--- src/rtl/sev_seg_pkg.sv ---
// Shared types, hex segment table and sizing helper
// for the multiplexed seven-segment driver.
package sev_seg_pkg;

    typedef logic [6:0] seg_t;

    typedef enum logic {
        S_BLANK,
        S_ON
    } scan_state_t;

    // Active-high {g,f,e,d,c,b,a} patterns for hex 0-F
    localparam seg_t HEX_SEG_LUT [16] = '{
        7'h3F, 7'h06, 7'h5B, 7'h4F,
        7'h66, 7'h6D, 7'h7D, 7'h07,
        7'h7F, 7'h6F, 7'h77, 7'h7C,
        7'h39, 7'h5E, 7'h79, 7'h71
    };

    function automatic int clog2_min1(input int n);
        return (n <= 2) ? 1 : $clog2(n);
    endfunction

endpackage

--- src/rtl/hex_to_seg.sv ---
// Combinational nibble to active-high segment lookup.
module hex_to_seg
    import sev_seg_pkg::*;
(
    input  logic [3:0] nibble,
    output seg_t       seg
);

    assign seg = HEX_SEG_LUT[nibble];

endmodule

--- src/rtl/sev_seg_mux.sv ---
// Time-multiplexed N-digit hex seven-segment driver with
// dead time between slots and frame-synchronous updates.
module sev_seg_mux
    import sev_seg_pkg::*;
#(
    parameter int N_DIGITS         = 2,
    parameter int SLOT_CYCLES      = 24000,
    parameter int BLANK_CYCLES     = 240,
    parameter bit INPUT_ACTIVE_LOW = 1'b1,
    parameter bit SEG_ACTIVE_LOW   = 1'b1,
    parameter bit AN_ACTIVE_LOW    = 1'b1
) (
    input  logic                  clk,
    input  logic                  reset_n,
    input  logic [4*N_DIGITS-1:0] digits_i,
    input  logic [N_DIGITS-1:0]   dp_i,
    input  logic [N_DIGITS-1:0]   digit_en_i,
    input  logic                  load_i,
    output logic [6:0]            seg,
    output logic                  dp,
    output logic [N_DIGITS-1:0]   an,
    output logic                  frame_tick
);

    localparam int CW = clog2_min1(SLOT_CYCLES);
    localparam int IW = clog2_min1(N_DIGITS);

    localparam logic [CW-1:0] SLOT_LAST  = CW'(SLOT_CYCLES - 1);
    localparam logic [CW-1:0] BLANK_LAST = CW'(BLANK_CYCLES - 1);
    localparam logic [IW-1:0] IDX_LAST   = IW'(N_DIGITS - 1);

    scan_state_t state, state_d;
    logic [CW-1:0] cnt, cnt_d;
    logic [IW-1:0] idx, idx_d;
    logic          frame_end;

    logic [4*N_DIGITS-1:0] act_dig, pend_dig;
    logic [N_DIGITS-1:0]   act_dp, pend_dp;
    logic [N_DIGITS-1:0]   act_en, pend_en;
    logic                  pend_valid;

    logic [3:0]          nib;
    seg_t                seg_hi;
    logic                lit;
    logic [N_DIGITS-1:0] sel;

    always_ff @(posedge clk) begin
        if (!reset_n) begin
            state <= S_BLANK;
            cnt   <= '0;
            idx   <= '0;
        end else begin
            state <= state_d;
            cnt   <= cnt_d;
            idx   <= idx_d;
        end
    end

    always_comb begin
        state_d   = state;
        cnt_d     = cnt + CW'(1);
        idx_d     = idx;
        frame_end = 1'b0;
        unique case (state)
            S_BLANK: begin
                if (cnt == BLANK_LAST) state_d = S_ON;
            end
            S_ON: begin
                if (cnt == SLOT_LAST) begin
                    cnt_d     = '0;
                    state_d   = S_BLANK;
                    frame_end = (idx == IDX_LAST);
                    idx_d     = frame_end ? '0 : idx + IW'(1);
                end
            end
        endcase
    end

    // Active buffer only changes in the frame_tick cycle, so a frame never tears
    always_ff @(posedge clk) begin
        if (!reset_n) begin
            act_dig    <= '0;
            act_dp     <= '0;
            act_en     <= '0;
            pend_dig   <= '0;
            pend_dp    <= '0;
            pend_en    <= '0;
            pend_valid <= 1'b0;
        end else if (frame_tick) begin
            if (load_i) begin
                act_dig <= digits_i;
                act_dp  <= dp_i;
                act_en  <= digit_en_i;
            end else if (pend_valid) begin
                act_dig <= pend_dig;
                act_dp  <= pend_dp;
                act_en  <= pend_en;
            end
            pend_valid <= 1'b0;
        end else if (load_i) begin
            pend_dig   <= digits_i;
            pend_dp    <= dp_i;
            pend_en    <= digit_en_i;
            pend_valid <= 1'b1;
        end
    end

    assign nib = act_dig[{idx, 2'b00} +: 4] ^ {4{INPUT_ACTIVE_LOW}};
    assign lit = (state == S_ON) && act_en[idx];

    hex_to_seg u_dec (
        .nibble (nib),
        .seg    (seg_hi)
    );

    always_comb begin
        sel = '0;
        for (int k = 0; k < N_DIGITS; k++) begin
            sel[k] = lit && (idx == IW'(k));
        end
    end

    always_ff @(posedge clk) begin
        if (!reset_n) begin
            seg        <= {7{SEG_ACTIVE_LOW}};
            dp         <= SEG_ACTIVE_LOW;
            an         <= {N_DIGITS{AN_ACTIVE_LOW}};
            frame_tick <= 1'b0;
        end else begin
            seg        <= (lit ? seg_hi : 7'd0) ^ {7{SEG_ACTIVE_LOW}};
            dp         <= (lit & act_dp[idx]) ^ SEG_ACTIVE_LOW;
            an         <= sel ^ {N_DIGITS{AN_ACTIVE_LOW}};
            frame_tick <= frame_end;
        end
    end

endmodule

--- config.mk ---
export PLATFORM = sky130hd
export DESIGN_NAME = sev_seg_mux
export DESIGN_NICKNAME = d
export VERILOG_FILES = /design/src/rtl/sev_seg_pkg.sv /design/src/rtl/hex_to_seg.sv /design/src/rtl/sev_seg_mux.sv
export SDC_FILE = /design/constraint.sdc
export NUM_CORES = 1
export LEC_CHECK = 0
export ABC_CLOCK_PERIOD_IN_PS = 4800
export CORE_MARGIN = 10
export CORE_UTILIZATION = 45
export DETAILED_ROUTE_END_ITERATION = 10
export GPL_ROUTABILITY_DRIVEN = 0
export PLACE_DENSITY = 0.69
export SYNTH_ARGS = -nofsm -noshare
export SYNTH_HDL_FRONTEND = slang
export SYNTH_SLANG_ARGS = --single-unit
--- constraint.sdc ---
create_clock -name clk -period 4.8 [get_ports clk]
set_input_delay 0.96 -clock clk [delete_from_list [all_inputs] [get_ports clk]]
set_output_delay 0.96 -clock clk [all_outputs]
set_load 0.02 [all_outputs]
# After elaboration in Yosys (flattened, before gate mapping)

Memories as Yosys holds them, arrays and structs flattened.
Index checks and enable logic that the tools add are counted.
W data, S select, Z words.

Flip-flop bits (word level): 53
Bits in read-only memories: 112
Input port bits: 15
Output and inout bits: 11
Word-level logic and storage cells: 60
Memories: 1

Memory list:

| memory           | words | width | rd ports | clocked after memory_dff | write ports | line            | source |
|---|---|---|---|---|---|---|---|
| (name not given) | 16    | 7     | 1        | 0                        | 0           | hex_to_seg.sv:9 | `assign seg = HEX_SEG_LUT[nibble];` |

Add/subtract/negate cells: 2
Order comparisons: 2
Equality and inequality tests: 2
Shift operators: 1
Muxes and demuxes: 19
Bitwise operators: 10
Reductions and logical operators: 9

Operators by type and width:

| kind                    | number |
|---|---|
| $mux W15                | 2 |
| $mux W7                 | 3 |
| $mux W8                 | 2 |
| $add A15 B1 Y15 const B | 1 |
| $eq A15 B15 Y1 const B  | 1 |
| $eq A15 B8 Y1 const B   | 1 |
| $mux W2                 | 4 |
| $shiftx A8 B4 Y4        | 1 |
| $mux W1                 | 7 |
| $not A7 Y7              | 1 |
| $reduce_and A2 Y1       | 3 |
| $ge A5 B5 Y1 const B    | 1 |
| $not A1 Y1              | 5 |
| $not A4 Y5              | 1 |
| $not A4 Y4              | 1 |
| $logic_and A1 B1 Y1     | 3 |
| $reduce_and A3 Y1       | 1 |
| $lt A1 B2 Y1 const B    | 1 |
| $not A2 Y2              | 1 |
| $pmux W1 S2             | 1 |
| $reduce_bool A2 Y1      | 1 |
| $reduce_or A2 Y1        | 1 |
| $add A1 B1 Y1 const B   | 1 |
| $and A1 B1 Y1           | 1 |

# Longest topological paths before layout

Depth in word-level cells: 8
Gate-level depth with buffers: 7
Depth with buffers taken out: 5

# By module

From an unflattened synthesis, not the netlist that was laid out.

Cells, all modules: 257
Area, all modules: 2424.8 µm²

By module, submodules not included:

| module      | times used | cells an instance | area each (µm²) | seq. area each (µm²) |
|---|---|---|---|---|
| sev_seg_mux | 1          | 224               | 2137.0          | 1061.0 |
| hex_to_seg  | 1          | 33                | 287.8           | 0.0 |

# Least setup slack after synthesis

OpenSTA, ideal clock, no wires.

Kind: input to register
Start point: input load_i
End point: register act_dig[0]
Data arrival time: 1950 ps
Data required time: 4741 ps
Setup slack: 2791 ps
Stages on the path: 6
Buffers on the path: 3
Cells stage by stage: clkbuf_1 nor2_1 nor2b_1 clkbuf_1 clkbuf_1 o211a_1

Word-level cells in the longest chain between the ends: 2

Ends and longest elaborated chain:

| what                         | line              | source |
|---|---|---|
| from (decl)                  | sev_seg_mux.sv:18 | `input logic load_i,` |
| $reduce_bool A2 Y1 (no line) | -                 |  |
| $reduce_and A2 Y1 (no line)  | -                 |  |
| to (signal assigned)         | sev_seg_mux.sv:91 | `act_dig <= digits_i;` |
| to (signal assigned)         | sev_seg_mux.sv:95 | `act_dig <= pend_dig;` |
| to (decl)                    | sev_seg_mux.sv:37 | `logic [4*N_DIGITS-1:0] act_dig, pend_dig;` |

Several ways; a longest one is shown, not always the timed one.
A chain may end at the register's enable or synchronous reset.

==> results.rst <==
.. list-table::
   :header-rows: 1

   * - Metric
     - Value
   * - Routed wire length per instance
     - 13.03 um
   * - Area of the multi-input gates
     - 1229 um^2
   * - Setup slack of the worst register-to-register path
     - 2.63 ns
   * - Cts bufs inserted
     - 5
   * - Reg2Reg Capture Point
     - state
   * - Antenna diode count
     - 0
   * - Cell count after placement
     - 335
   * - Number of buffers inserted to repair setup after CTS
     - 0
   * - Final global-route overflow total
     - 0
   * - Maximum number of pins on one net before global-route repair
     - 31
   * - Total global-route track usage
     - between 10% and 20%
   * - Post-Synthesis Mean Instance Area
     - approximately 9.4 um^2
   * - Outcome
     - complete, no violations
   * - TritonRoute pass-1 iters
     - 4
   * - Total I/O pin count
     - 26
   * - Number of DRC markers after the initial detailed-route iteration
     - 73
   * - Sequential-to-total area share from yosys stat
     - between 40 and 50%
   * - Antenna violation net count after detailed routing
     - 0
   * - Post_cts resized
     - 0
   * - Starting utilization of the core area
     - 46.64%
   * - Startpoint of the worst register-to-register path
     - cnt[0]
   * - Die H
     - 92.76 um
   * - Portion of synthesized cell area occupied by the leading cell type
     - 44.54%
   * - Row cnt
     - 26
   * - Slew headroom
     - a little under a third
   * - Ratio of cells with drive above 1 in the final layout
     - 5.495%
   * - Post-CTS Hold Buffers
     - 0
   * - Top post-synthesis cells by area
     - sky130_fd_sc_hd__dfxtp_1, sky130_fd_sc_hd__mux2i_1, sky130_fd_sc_hd__nand2_1, sky130_fd_sc_hd__o211a_1, sky130_fd_sc_hd__xor2_1
   * - H-tree lvl count
     - 2
   * - Final Max Slew Viols
     - 0
   * - CP Data Arrival Time
     - 2.97 ns
   * - Number of endpoints with negative hold slack in the final report
     - 0
   * - Internal power component
     - 676.7 uW
   * - Share of the clock period used by the worst path
     - 57.24%
   * - Cell area after layout
     - roughly 2800 um^2
   * - Power share of the clock group
     - 41.2%
   * - Worst Path Max Fanout
     - 30
   * - Final WL
     - 4471 um
   * - Post-Synthesis Net Count
     - 276
   * - Die Footprint
     - 8604 um^2
   * - Sum of negative setup slack
     - 0 ns
   * - Flip-flop cell with the highest count after synthesis
     - sky130_fd_sc_hd__dfxtp_1
   * - Reg power frac
     - 53.6%
   * - Syn. warnings
     - 0
   * - Count of flip-flops with a built-in enable after synthesis
     - 0
   * - Remaining design rule violation count
     - 0
   * - Number of unique standard cell types used by synthesis
     - 40
   * - Class of the tightest hold or removal check
     - flip-flop to flip-flop
   * - Achievable clock frequency
     - 0.3640 GHz
   * - Final instance count without filler cells
     - 343
   * - Final Net Count
     - 294
   * - Fraction of power spent switching nets
     - between 15 and 20%
   * - Worst IR drop on VDD
     - 194.4 uV
   * - Via count of the first global-routing pass
     - 1747
   * - FF/Latch Area
     - 1061 um^2
   * - Maximum root-to-sink buffer count
     - 2
   * - HPWL after detailed placement
     - between 3000 and 4000 um
   * - Clk pin slew, worst setup/hold paths
     - approximately 0.090 ns
   * - I/O Buffers
     - 25
   * - Number of sinks on the clock net
     - 53
   * - RSZ-0062 raised after global routing
     - false
   * - Worst clock skew on the final layout
     - 0.009357 ns
   * - Category of the most critical setup path
     - input pin to flip-flop
   * - Initial antenna violation count
     - 0
   * - Critical path capture point type
     - flip-flop
   * - Critical path endpoint
     - state
   * - Worst endpoint required time
     - 5.03 ns
   * - Worst-Margin Slew
     - 1.038 ns
   * - MaxCap Viol Count
     - 0
   * - Number of setup violations in the final report
     - 0
   * - Area grow syn2layout
     - 16.70%
   * - Net Sw Power
     - 166.6 uW
   * - Via count
     - ~1.8k
   * - Count of fill cells added during filler insertion
     - 491
   * - Most area-hungry cell type in the Yosys netlist
     - sky130_fd_sc_hd__dfxtp_1
   * - CTS tree
     - yes
   * - Total of flip-flops plus latches after synthesis
     - between 50 and 60
   * - Chip width
     - around 93 um
   * - Master cell of the clock root buffer
     - sky130_fd_sc_hd__clkbuf_8
   * - Combinational share of power
     - 5.2%
   * - Clk_lat worst skew
     - 0.31 ns
   * - Share of flip-flops with an asynchronous set or reset after synthesis
     - 0%
   * - Critical path launch point
     - reset_n
   * - Total standard cell area after synthesis
     - 2382 um^2
   * - Drt via density
     - 5.160
   * - Power density cells
     - 303.3 nW/um^2
   * - Min cycle time layout
     - 2.748 ns
   * - Overall Power
     - about 840 uW
   * - Standard cell core area
     - 5107 um^2
   * - Post-Synthesis Cells
     - 254
   * - Worst reg-to-reg path cell count
     - 5
   * - Global-route wire length before repair
     - between 7000 and 8000 um
   * - Cell Area, Placed
     - 2646 um^2
   * - Leak pwr
     - about 0.0012 uW
   * - Critical path startpoint category
     - input pin
## power groups by stage
stage          sequential (uW)  combinational, uW  clock [uW]
6_report                   452               44.1         348
5_1_grt                    453               49.6         381
4_1_cts                    452               44.9         357
3_5_place_dp               462               44.8           0
3_3_place_gp               462               44.5           0
2_1_floorplan              461               27.2           0
## area by class of cell
cell class	count	share of cell area [%]
clock inverters	3	2.340
clock buffers	5	2.475
repair buffers	26	9.271
multi-input cells	183	44.19
inverters	3	0.4050
flip-flops and latches	53	38.16
well taps	70	3.150
## worst max-delay path, stage by stage
cell and delay (ns):
sky130_fd_sc_hd__clkdlybuf4s50_1 1.12, sky130_fd_sc_hd__o21ai_1 0.64, sky130_fd_sc_hd__nor2_1 0.25
## stage by stage
stage               hold slack, ns  setup slack (ns)  utilization, %
floorplan                   0.3918             2.791               -
global placement            0.4212             1.701           51.81
detailed placement          0.4242             1.710           51.81
CTS                         0.4469             2.039           54.43
global route                0.4656             1.792           54.43
finish                      0.4338             2.052           54.43
## kinds of logic after synthesis
| logic type | after synthesis | synth area share, % |
|---|---|---|
| and+or+nand+nor | 102 | 20.80 |
| xor gates and xnor gates | 13 | 4.779 |
| DFF | 53 | 44.54 |
| adders and majority gates | 7 | 3.676 |
| AOI/OAI and AO/OA | 40 | 13.34 |
| buffers and inverters | 18 | 3.886 |
| muxes | 21 | 8.981 |
## cell usage after synthesis, drive strengths merged (4+ instances only)
master	instances
ha	7
buf	5
mux2i	18
nand2	46
dfxtp	53
xor2	12
and4	4
nand4	8
a21boi	13
clkbuf	10
nor2	20
o211a	12
nand3	6
## worst min path at each step
stage              start      to  cells past startpoint
6_report       act_en[1]   an[1]                      1
5_1_grt           cnt[0]  cnt[0]                      1
4_1_cts        act_en[1]   an[1]                      1
3_5_place_dp   act_en[1]   an[1]                      1
3_3_place_gp      cnt[0]  cnt[0]                      1
2_1_floorplan  act_en[1]   an[1]                      1
## cell usage in the layout, fill, tap and decap left out, drive strengths merged, types with 2 or more instances in the layout
cell           count
o21ai              3
a21oi              3
a21boi            13
nand3              6
clkbuf             5
xor2              12
inv                3
nor4               2
o221ai             3
o211ai             3
nand4              8
o211a             12
nor3               2
nand2             46
clkdlybuf4s50     25
bufinv             2
and4               4
and2               3
ha                 7
dfxtp             53
nor2              20
nor2b              3
and3               3
mux2               3
mux2i             18
## state kept, by name (all words and copies together) (netlist names)
| register | cells |
|---|---|
| pend_en | 2 |
| act_dig | 8 |
| cnt | 15 |
| act_dp | 2 |
| pend_dig | 8 |
| an | 2 |
| state | 1 |
| seg | 7 |
| pend_dp | 2 |
| frame_tick | 1 |
| dp | 1 |
| pend_valid | 1 |
| idx | 1 |
| act_en | 2 |
## routing by layer
metal / vias to the layer above / share of wire, % / track usage [%] / wire (um)
met5: - / 0 / 0 / 0
li1: 923 / - / - / -
met3: 6 / 4.1 / 3.228 / 183
met4: 0 / 1.6 / 4.242 / 70
met2: 19 / 50 / 19.10 / 2230
met1: 822 / 44 / 12.48 / 1987
Power figures use the tool's default switching activity.
